## src/rtl/digit_scanner.sv

```systemverilog
// Digit scanner for a 4-digit 7-segment display: one-hot select, binary index and active-low anodes.
// Define DIGIT_SCANNER_GAP_EN to add anode dead time (GAP_CYCLES clocks) after each digit change.
module digit_scanner #(
  parameter int unsigned REFRESH_DIV = 100000,
  parameter int unsigned GAP_CYCLES  = 16
) (
  input  logic       clk,
  input  logic       rst,
  input  logic       enable,
  input  logic [3:0] blank,
  output logic [3:0] sel,
  output logic [3:0] an,
  output logic [1:0] digit_idx,
  output logic       frame_done
);

  localparam int unsigned CNT_W = $clog2(REFRESH_DIV);
  localparam logic [CNT_W-1:0] CNT_MAX = CNT_W'(REFRESH_DIV - 1);

  if (REFRESH_DIV < 2 || GAP_CYCLES < 1 || GAP_CYCLES >= REFRESH_DIV) begin : g_bad_cfg
    $error("digit_scanner: REFRESH_DIV must be >=2 and GAP_CYCLES in [1, REFRESH_DIV)");
  end

  logic [CNT_W-1:0] div_cnt, div_cnt_next;
  logic             tick;
  logic [3:0]       sel_next, an_next;
  logic [1:0]       idx_next;
  logic             frame_done_next;

  // Slot divider and digit rotation; div_cnt restarts so a re-enable gives a full slot.
  always_comb begin
    tick            = enable && (div_cnt == CNT_MAX);
    div_cnt_next    = (!enable || tick) ? '0 : div_cnt + CNT_W'(1);
    sel_next        = tick ? {sel[2:0], sel[3]} : sel;
    idx_next        = tick ? digit_idx + 2'd1 : digit_idx;
    frame_done_next = tick && sel[3];
  end

`ifdef DIGIT_SCANNER_GAP_EN
  localparam int unsigned GAP_W = (GAP_CYCLES > 1) ? $clog2(GAP_CYCLES) : 1;
  localparam logic [GAP_W-1:0] GAP_MAX = GAP_W'(GAP_CYCLES - 1);

  typedef enum logic {SCAN, GAP} state_t;

  state_t           state, state_next;
  logic [GAP_W-1:0] gap_cnt, gap_cnt_next;

  always_ff @(posedge clk or posedge rst) begin
    if (rst) begin
      state   <= SCAN;
      gap_cnt <= '0;
    end else begin
      state   <= state_next;
      gap_cnt <= gap_cnt_next;
    end
  end

  // The tick edge itself is the first dead-time clock, so GAP holds GAP_CYCLES-1 more.
  always_comb begin
    state_next   = state;
    gap_cnt_next = gap_cnt;
    an_next      = ~(sel_next & ~blank);
    if (!enable) begin
      state_next   = SCAN;
      gap_cnt_next = '0;
      an_next      = 4'b1111;
    end else if (tick) begin
      state_next   = GAP;
      gap_cnt_next = '0;
      an_next      = 4'b1111;
    end else if (state == GAP) begin
      if (gap_cnt == GAP_MAX) begin
        state_next   = SCAN;
        gap_cnt_next = '0;
      end else begin
        gap_cnt_next = gap_cnt + GAP_W'(1);
        an_next      = 4'b1111;
      end
    end
  end
`else
  always_comb begin
    an_next = enable ? ~(sel_next & ~blank) : 4'b1111;
  end
`endif

  always_ff @(posedge clk or posedge rst) begin
    if (rst) begin
      div_cnt    <= '0;
      sel        <= 4'b0001;
      digit_idx  <= 2'd0;
      an         <= 4'b1111;
      frame_done <= 1'b0;
    end else begin
      div_cnt    <= div_cnt_next;
      sel        <= sel_next;
      digit_idx  <= idx_next;
      an         <= an_next;
      frame_done <= frame_done_next;
    end
  end

endmodule
```

## config.mk

```make
export PLATFORM = sky130hd
export DESIGN_NAME = digit_scanner
export DESIGN_NICKNAME = d
export VERILOG_FILES = /design/src/rtl/digit_scanner.sv
export SDC_FILE = /design/constraint.sdc
export NUM_CORES = 1
export LEC_CHECK = 0
export ABC_CLOCK_PERIOD_IN_PS = 2300
export BUFFER_PORTS_ARGS = -buffer_cell sky130_fd_sc_hd__buf_2
export CELL_PAD_IN_SITES_DETAIL_PLACEMENT = 0
export CELL_PAD_IN_SITES_GLOBAL_PLACEMENT = 1
export CORE_MARGIN = 1.5
export CORE_UTILIZATION = 44
export CTS_CLUSTER_DIAMETER = 150
export DETAILED_ROUTE_END_ITERATION = 12
export PLACE_DENSITY = 0.86
export SLEW_MARGIN = 5
export SYNTH_ARGS = -nofsm -noshare
export SYNTH_HDL_FRONTEND = slang
export SYNTH_SLANG_ARGS = --single-unit
export TNS_END_PERCENT = 30
```

## constraint.sdc

```tcl
create_clock -name clk -period 2.3 [get_ports clk]
set_input_delay 0.345 -clock clk [delete_from_list [all_inputs] [get_ports clk]]
set_output_delay 0.345 -clock clk [all_outputs]
set_load 0.005 [all_outputs]
```

After elaboration in Yosys (flattened, before gate mapping)
Index checks and enable logic that the tools add are counted.
{"block": "classes", "add_sub_neg": 2, "eq_ne": 1, "mux": 3, "n_bitwise": 3, "reduce_logical": 4}
{"op": "17-bit by 1-bit adder with 17-bit output, second input constant", "n": 1}
{"op": "17-bit equality test, second input constant", "n": 1}
{"op": "17-bit two-way mux", "n": 1}
{"op": "4-bit two-way mux", "n": 2}
{"op": "4-bit NOT", "n": 2}
{"op": "4-bit AND", "n": 1}
{"op": "2-bit by 1-bit adder with 2-bit output, second input constant", "n": 1}
{"op": "1-bit logical AND", "n": 2}
{"op": "1-bit logical NOT", "n": 1}
{"op": "1-bit logical OR", "n": 1}
{"block": "totals", "regBits": 28, "out_inout_bits": 11, "word_cells": 18}

Longest topological paths before layout
Gate-level depths: netlist of run 1.
{"block": "depth", "ltp_word": 6, "ltp_mapped": 7, "ltp_nobuf": 5}

Worst setup path after synthesis of run 1
Ideal clock, no wire load.
{"block": "synth_path", "path_kind": "register to register", "from": "register div_cnt[5]", "to": "register div_cnt[10]", "arrival_ps": 1891, "setup_slack_ps": 290, "path_stages_with_launch": 7, "path_buffers": 2, "period_less_slack_ps": 2010, "path_cell_list": "dfrtp_1 or4b_1 nor4_4 nand2b_1 buf_6 buf_8 nor2_1"}
{"block": "synth_via", "elab_chain_cells": 4, "elab_cells_between_ends": 5}
{"element": "start, declared", "line": "24", "source": "logic [CNT_W-1:0] div_cnt, div_cnt_next;"}
{"element": "start signal, assigned", "line": "95", "source": "div_cnt <= div_cnt_next;"}
{"element": "branches (longest 3 deep; another with 17-bit by 1-bit adder with 17-bit output)"}
{"element": "17-bit two-way mux *", "line": "33", "source": "div_cnt_next = (!enable || tick) ? '0 : div_cnt + CNT_W'(1);"}
{"element": "via div_cnt_next[10]", "line": "24"}
Mark *: on every way through the listed nets, which the timed path passes.
A chain may end at the register's enable or synchronous reset.

Worst setup path in the final report of run 1
{"block": "layout_path", "from": "register div_cnt[5]", "to": "register div_cnt[4]"}
{"block": "layout_via", "elab_chain_cells": 4}
{"element": "17-bit equality test", "line": "32", "source": "tick = enable && (div_cnt == CNT_MAX);"}
{"element": "1-bit logical AND", "line": "32"}
{"element": "1-bit logical OR", "line": "33"}
{"element": "17-bit two-way mux", "line": "33"}
{"element": "via div_cnt_next[4]", "line": "24"}
The timed path passes the listed nets, and every way through them passes these cells.

==> results by group, run 1 <==
Drt
  • Routed wire per std cell: 15.2 microns
  • Drt total wl: 2.58 mm
  • Vias per inst: roughly 5.6
  • Total iterations of the first detailed-routing run: 4
  • Post-route ant nets: 0
  • DRC violations left: 0
  • DR iter-0 viols: 25
  • Overall via count from detail_route: 954

Critical path
  • Worst setup path startpoint: div_cnt[5]
  • RR Startpoint: div_cnt[5]
  • WP buf/inv: 1
  • Startpoint types: flip-flop
  • Critical path's top delay family: simple AND/OR/NAND/NOR gates
  • Crit Path Max Fanout: 16
  • Worst EP arrival: roughly 2.4 ns
  • Crit Path Class: reg2reg
  • Endpoint class of the critical path: flip-flop
  • Worst path slowest cell: or4b_1
  • Internal reg-to-reg setup slack: around 0.14 ns
  • Worst setup path end: div_cnt[4]
  • Critical Path RT: approximately 2.5 ns
  • Worst reg2reg path depth: 5
  • CP Cell Sequence: or4b_1 > nor4_4 > nand2b_1 > buf_4 > nor2_1
  • CP Depth: 5
  • Worst path max stage delay: 0.61 ns
  • Reg2reg end: div_cnt[4]

Min path
  • Worst Hold Class: in2async

Clock tree
  • Resized Gates After CTS: 0
  • # hold bufs at CTS: 0
  • Clock root cell: clkbuf_4
  • Clock Pin Slew Worst Setup and Hold Paths: 0.16 ns
  • CTS H-tree depth: 1
  • Setup Buffers After CTS: 0
  • Cts bufs inserted: 3
  • TritonCTS Sinks: 28
  • Worst-skew pair later-pin latency: between 0.3 and 0.4 ns
  • CTS tree: built
  • Clock Tree Buf Depth: 2

Power
  • Maximum VDD drop: 0.000357 V
  • PD cells: 578 mW/mm^2
  • Leak Pwr: about 0.65 nW

Die
  • # IOs: 18
  • Starting Density: roughly 47%
  • Die area: ~0.0034 sq mm
  • Floorplan die width: just under 60 microns
  • Die Y: 58.0 microns
  • Core area: around 0.0028 sq mm
  • Rows: 19

Synth
  • Synth unique cells: 30
  • Syn Area/Cell: 11.2 sq um
  • Mapped Cells: around 120
  • Post-Synth XOR/XNOR Area: under 10%
  • Largest family of logic cells by synthesized area: simple AND/OR/NAND/NOR gates
  • Leading area contributor after synthesis: dfrtp_1
  • Yosys warning count: 0
  • Synth top area cells: dfrtp_1 43%, dfstp_2 9.9%, xnor2_1 7.3%, mux2_2 5.9%, nor2_1 4.8%
  • Post-synthesis mux area share: under 10%
  • Mapped Area: 0.00133 sq mm
  • Register area share after synthesis: ~53%
  • Synth Area in Adders: 0.942%
  • Yosys reg bits: 28
  • Post-synthesis compound-gate area fraction: 2.45%
  • Post-synthesis simple-gate area fraction: a little under a quarter
  • Syn_nets: 127
  • Area share of the leading cell type in the synthesized netlist: a little over two fifths

Timing
  • FMAX: around 0.46 GHz
  • Pins Over Slew Limit: 0
  • Final worst path period share: 93.8%
  • Final Hold Vio Count: 0
  • Worst slew pin tran: 0.489 ns
  • Endpoints failing setup: 0
  • Minimum clock period: 2.16 ns
  • Slew HR: around two thirds
  • Final hold slack: approximately 0.044 ns
  • Final clock skew: 0.00600 ns
  • RSZ-0062 raised after global routing: false
  • Post-route setup TNS: 0 ns

Placement
  • GPL Wtd Cong: ~0.76
  • Final HPWL from detailed placement: between 1.5 and 2 mm
  • I/O Buffers: 17
  • DP Cell Count: ~170

Run status
  • Outcome: complete, no violations

Finish
  • Layout cells sized above 1: between 20 and 30%
  • Antenna diodes: 0
  • Finished Layout Cells: around 170
  • Final net count: roughly 150
  • Area Overhead vs Synth: 11.8%

Global routing
  • Busiest grt layer: met2
  • Largest net degree at the start of global routing: 29
  • Met1 Track Usage GR: 23.0%
  • Global routing met2 resource utilization: approximately 28%
  • Gr ovfl total: 0
  • Met3 usage: 2.23%
  • GRT Resource Usage Total: about 17%
  • Global-route wire length before repair: roughly 4.3 mm
  • Initial antenna violation count: 0
  • Number of global-route vias before repair: 938

Flow run
  • Max_cap viols: 0
[layer usage]
metal | wire length, microns | part of all wire (%) | vias to the layer above
met5 | 0 | 0 | -
li1 | - | - | 458
met3 | 70 | 2.7 | 2
met1 | 1170 | 45 | 477
met2 | 1320 | 51 | 17
met4 | 17 | 0.66 | 0
[cell usage after synthesis]
cell,n
buf_2,1
nor4_4,1
nand2_4,1
and2_1,1
nand3b_1,4
mux2_2,7
nor4_1,3
nand3_1,7
clkbuf_1,1
or2_2,1
and3_1,2
nand2_1,3
dfstp_2,5
buf_8,1
xnor2_1,11
or4b_1,1
or4_4,1
nor3_1,4
o31ai_1,2
or4_1,2
nand2b_1,1
dfrtp_1,23
a21o_1,1
xor2_1,4
buf_6,1
inv_1,4
a21oi_1,2
ha_1,1
nor2_1,17
nand4_1,6
[how the worst min path moves through the flow]
stage	startpoint	end	slack [ns]	cells past startpoint
2_1_floorplan	rst	digit_idx[0]	0.41	1
3_3_place_gp	rst	digit_idx[1]	0.42	3
3_5_place_dp	rst	digit_idx[1]	0.43	3
4_1_cts	rst	digit_idx[1]	0.05	3
5_1_grt	rst	digit_idx[1]	0.09	3
6_report	rst	digit_idx[1]	0.04	3
[cells by family after synthesis]
group / after synthesis
and+or+nand+nor: 55
AOI/OAI and AO/OA: 5
xor gates and xnor gates: 15
buffers and inverters: 8
adders and majority gates: 1
muxes: 7
DFF: 28
[layout make-up]
class / count / area [sq um]
clock inverter: 1 / 30.0
sequential: 28 / 707
timing repair buffer: 19 / 100
multi-input combinational: 83 / 572
clock buffer: 3 / 22.5
fill: 264 / 1320
tap: 31 / 38.8
inverter: 4 / 15.0
[registers in the layout, summed over array words and instances, names as in the netlist]
| name | count |
|---|---|
| an | 4 |
| digit_idx | 2 |
| div_cnt | 17 |
| frame_done | 1 |
| sel | 4 |
[worst register-to-register path, delay by kind of cell (launching register included)]
family                 cells  cell delay [ns]
buffers and inverters      1             0.22
AND/OR/NAND/NOR            4             1.37
flip-flops                 1             0.47
[where the power goes]
group          total [mW]  switching, mW  internal (mW)
Clock               0.324          0.147          0.176
Combinational      0.0328         0.0215         0.0113
Sequential          0.502        0.00479          0.497
Total               0.858          0.174          0.685
[cell usage in the layout (no fill, tap or decap), types with 2 or more instances in the layout]
master    netlist  final
xnor2_1        11     11
nor4_1          3      3
mux2_2          7      7
nand2_1         3      3
a21oi_1         2      2
buf_2           1     17
and3_1          2      2
or4_1           2      2
xor2_1          4      4
buf_4           0      2
dfstp_2         5      5
dfrtp_1        23     23
nand3_1         7      7
nor3_1          4      4
nand4_1         6      6
o31ai_1         2      2
inv_1           4      4
nand3b_1        4      4
clkbuf_4        0      3
nor2_1         17     17
[stage by stage]
| step | power (mW) | util (%) | setup WS [ns] | cell area, sq um |
|---|---|---|---|---|
| floorplan | 0.536 | - | 0.290 | 1330 |
| global placement | 0.543 | 51.1 | 0.210 | 1430 |
| detailed placement | 0.544 | 51.1 | 0.170 | 1430 |
| CTS | 0.865 | 52.9 | 0.148 | 1490 |
| global route | 0.887 | 52.9 | 0.0516 | 1490 |
| finish | 0.858 | 52.9 | 0.142 | 1490 |
No activity file was read; power rests on OpenSTA's default activity.
==> run 2, diff against run 1 <==
--- a/config.mk
+++ b/config.mk
@@ -13,6 +13,7 @@
 export CORE_UTILIZATION = 44
 export CTS_CLUSTER_DIAMETER = 150
 export DETAILED_ROUTE_END_ITERATION = 12
+export HOLD_SLACK_MARGIN = 0.08
 export PLACE_DENSITY = 0.86
 export SLEW_MARGIN = 5
 export SYNTH_ARGS = -nofsm -noshare
==> results by group, run 2 (synthesis gave the netlist of run 1 again) <==
Power
  • PD cells: 575 mW/mm^2 (-0.52%)
  • Clock Power Share: 37.6% (about the same)
  • Combinational share of power: 4.0% (+0.2 points)
  • Switching Power: 0.174 mW (+0.11%)
  • Maximum VDD drop: 0.000358 V (+0.20%)
  • Flop pwr share: 58.4% (about the same)
  • Pint: 0.686 mW (+0.16%)
  • Sw Ratio: 20.2% (about the same)
  • Leak Pwr: 0.658 nW (+0.64%)

Timing
  • FMAX: 0.463 GHz (unchanged)
  • Endpoints failing setup: 0 (unchanged)
  • Worst slew pin tran: 0.489 ns (unchanged)
  • Minimum clock period: 2.16 ns (unchanged)
  • Pins Over Slew Limit: 0 (unchanged)
  • Final Hold Vio Count: 0 (unchanged)
  • Slew HR: 67.2% (unchanged)
  • Final worst path period share: 93.8% (unchanged)
  • Final clock skew: 0.00600 ns (unchanged)
  • Post-route setup TNS: 0 ns (unchanged)
  • RSZ-0062 raised after global routing: false

Finish
  • Final core occ: 53.3% (+0.36 points)
  • Antenna diodes: 0 (unchanged)
  • Layout cells sized above 1: 28.1% (-0.20 points)
  • Fillers: 263 (-0.38%)
  • Area Overhead vs Synth: 12.5%
  • Reg area: 707 sq um (unchanged)
  • Top Registers: div_cnt x17, an x4, sel x4
  • Multi-input gate area: 572 sq um (unchanged)
  • Commonest non-fill, non-tap cell in the layout: dfrtp_1
  • Max reg flops: 17 (unchanged)
  • Most frequent cells in the layout: 23 x dfrtp_1, 17 x nor2_1, 17 x buf_2, 11 x xnor2_1
  • Final net count: 148 (+0.68%)
  • Largest register by flop count: div_cnt

Die
  • Die area: 0.00336 sq mm (unchanged)
  • Core area: 0.00281 sq mm (unchanged)
  • # IOs: 18 (unchanged)
  • Rows: 19 (unchanged)
  • Die Y: 58.0 microns (unchanged)
  • Floorplan die width: 58.0 microns (unchanged)
  • Starting Density: 47.4% (unchanged)

Critical path
  • Crit Path Class: reg2reg
  • Startpoint types: flip-flop
  • Critical Path RT: 2.53 ns (about the same)
  • Worst EP arrival: 2.38 ns (about the same)
  • Internal reg-to-reg setup slack: 0.14 ns (about the same)
  • Endpoint class of the critical path: flip-flop
  • Crit Path Max Fanout: 16 (unchanged)
  • Worst reg2reg path depth: 5 (unchanged)

Global routing
  • Initial antenna violation count: 0 (unchanged)
  • Global-route wire length before repair: 4.33 mm (unchanged)
  • Gr ovfl total: 0 (unchanged)
  • Largest net degree at the start of global routing: 29 (unchanged)
  • Number of global-route vias before repair: 938 (unchanged)
  • GRT Resource Usage Total: 16.8% (unchanged)

Clock tree
  • Worst-skew pair later-pin latency: 0.33 ns (about the same)
  • Clock root cell: clkbuf_4
  • Clock Tree Buf Depth: 2 (unchanged)
  • CTS H-tree depth: 1 (unchanged)
  • Clock Pin Slew Worst Setup and Hold Paths: 0.16 ns (about the same)
  • CTS tree: built
  • TritonCTS Sinks: 28 (unchanged)
  • Cts bufs inserted: 3 (unchanged)

Min path
  • Worst hold stages: 2
  • Worst Hold Class: in2reg

Placement
  • I/O Buffers: 17 (unchanged)
  • Final HPWL from detailed placement: 1.83 mm (unchanged)
  • GPL Wtd Cong: 0.764 (unchanged)

Drt
  • Met2 routed WL: 1.32 mm (+0.23%)
  • Total iterations of the first detailed-routing run: 4 (unchanged)
  • Routed wire per std cell: 15.2 microns (-0.20%)
  • Vias per inst: 5.62 (-0.38%)
  • Top Metal Used: met4
  • DRC violations left: 0 (unchanged)
  • M1 WL: 1.18 mm (+0.51%)
  • DR iter-0 viols: 26 (+4.0%)
  • Post-route ant nets: 0 (unchanged)
  • WL met3: 71 microns (+1.4%)
  • Overall via count from detail_route: 956 (+0.21%)
  • Drt total wl: 2.59 mm (+0.39%)

Flow run
  • Max_cap viols: 0 (unchanged)

Run status
  • Outcome: complete, no violations
-- run 2: area by class of cell --
type                       instances  share of cell area, %
inverter                           4                   1.00
clock inverter                     1                   2.01
multi-input combinational         83                   38.2
clock buffer                       3                   1.51
sequential                        28                   47.3
tap                               31                   2.59
timing repair buffer              20                   7.36
-- run 2: per-layer routing --
layer / track usage (%) / vias up
li1: - / 460
met1: 23.0 / 477
met2: 27.9 / 17
met3: 2.23 / 2
met4: 5.32 / 0
met5: 0 / -
-- run 2: critical path, stage by stage, from the launching register on --
cell      delay, ns
dfrtp_1        0.47
or4b_1         0.61
nor4_4         0.51
nand2b_1       0.17
buf_4          0.22
nor2_1         0.08
-- run 2: what timing repair did --
| item | CTS | global route |
|---|---|---|
| hold buffers | 1 | 0 |
| buffers inserted | 0 | 0 |
| endpoints found under the hold margin | 23 | 0 |
| resized for setup | 0 | 0 |
-- run 2: path summary, 6_finish.rpt --
check / from / to
setup / recovery: div_cnt[5] / div_cnt[4]
hold / removal: blank[1] / an[1]
setup reg to reg: div_cnt[5] / div_cnt[4]
hold reg to reg: digit_idx[1] / digit_idx[1]
max in group asynchronous: rst / sel[0]
min in group asynchronous: rst / digit_idx[1]
-- run 2: power by group through the flow --
stage / logic, mW / registers (mW) / clock network [mW]
finish: 0.0341 / 0.502 / 0.324
global route: 0.0391 / 0.503 / 0.347
CTS: 0.0349 / 0.502 / 0.330
detailed placement: 0.0334 / 0.511 / 0
global placement: 0.0323 / 0.511 / 0
floorplan: 0.0278 / 0.508 / 0
-- run 2: metrics by stage --
stage / std cells / hold slack [ns] / power (mW) / area, sq um / setup WS (ns)
floorplan: 119 / 0.407 / 0.536 / 1330 / 0.290
CTS: 170 / 0.192 / 0.867 / 1500 / 0.148
finish: 170 / 0.202 / 0.860 / 1500 / 0.142
global route: 170 / 0.182 / 0.889 / 1500 / 0.0516
detailed placement: 165 / 0.426 / 0.544 / 1430 / 0.170
global placement: 165 / 0.418 / 0.543 / 1430 / 0.210
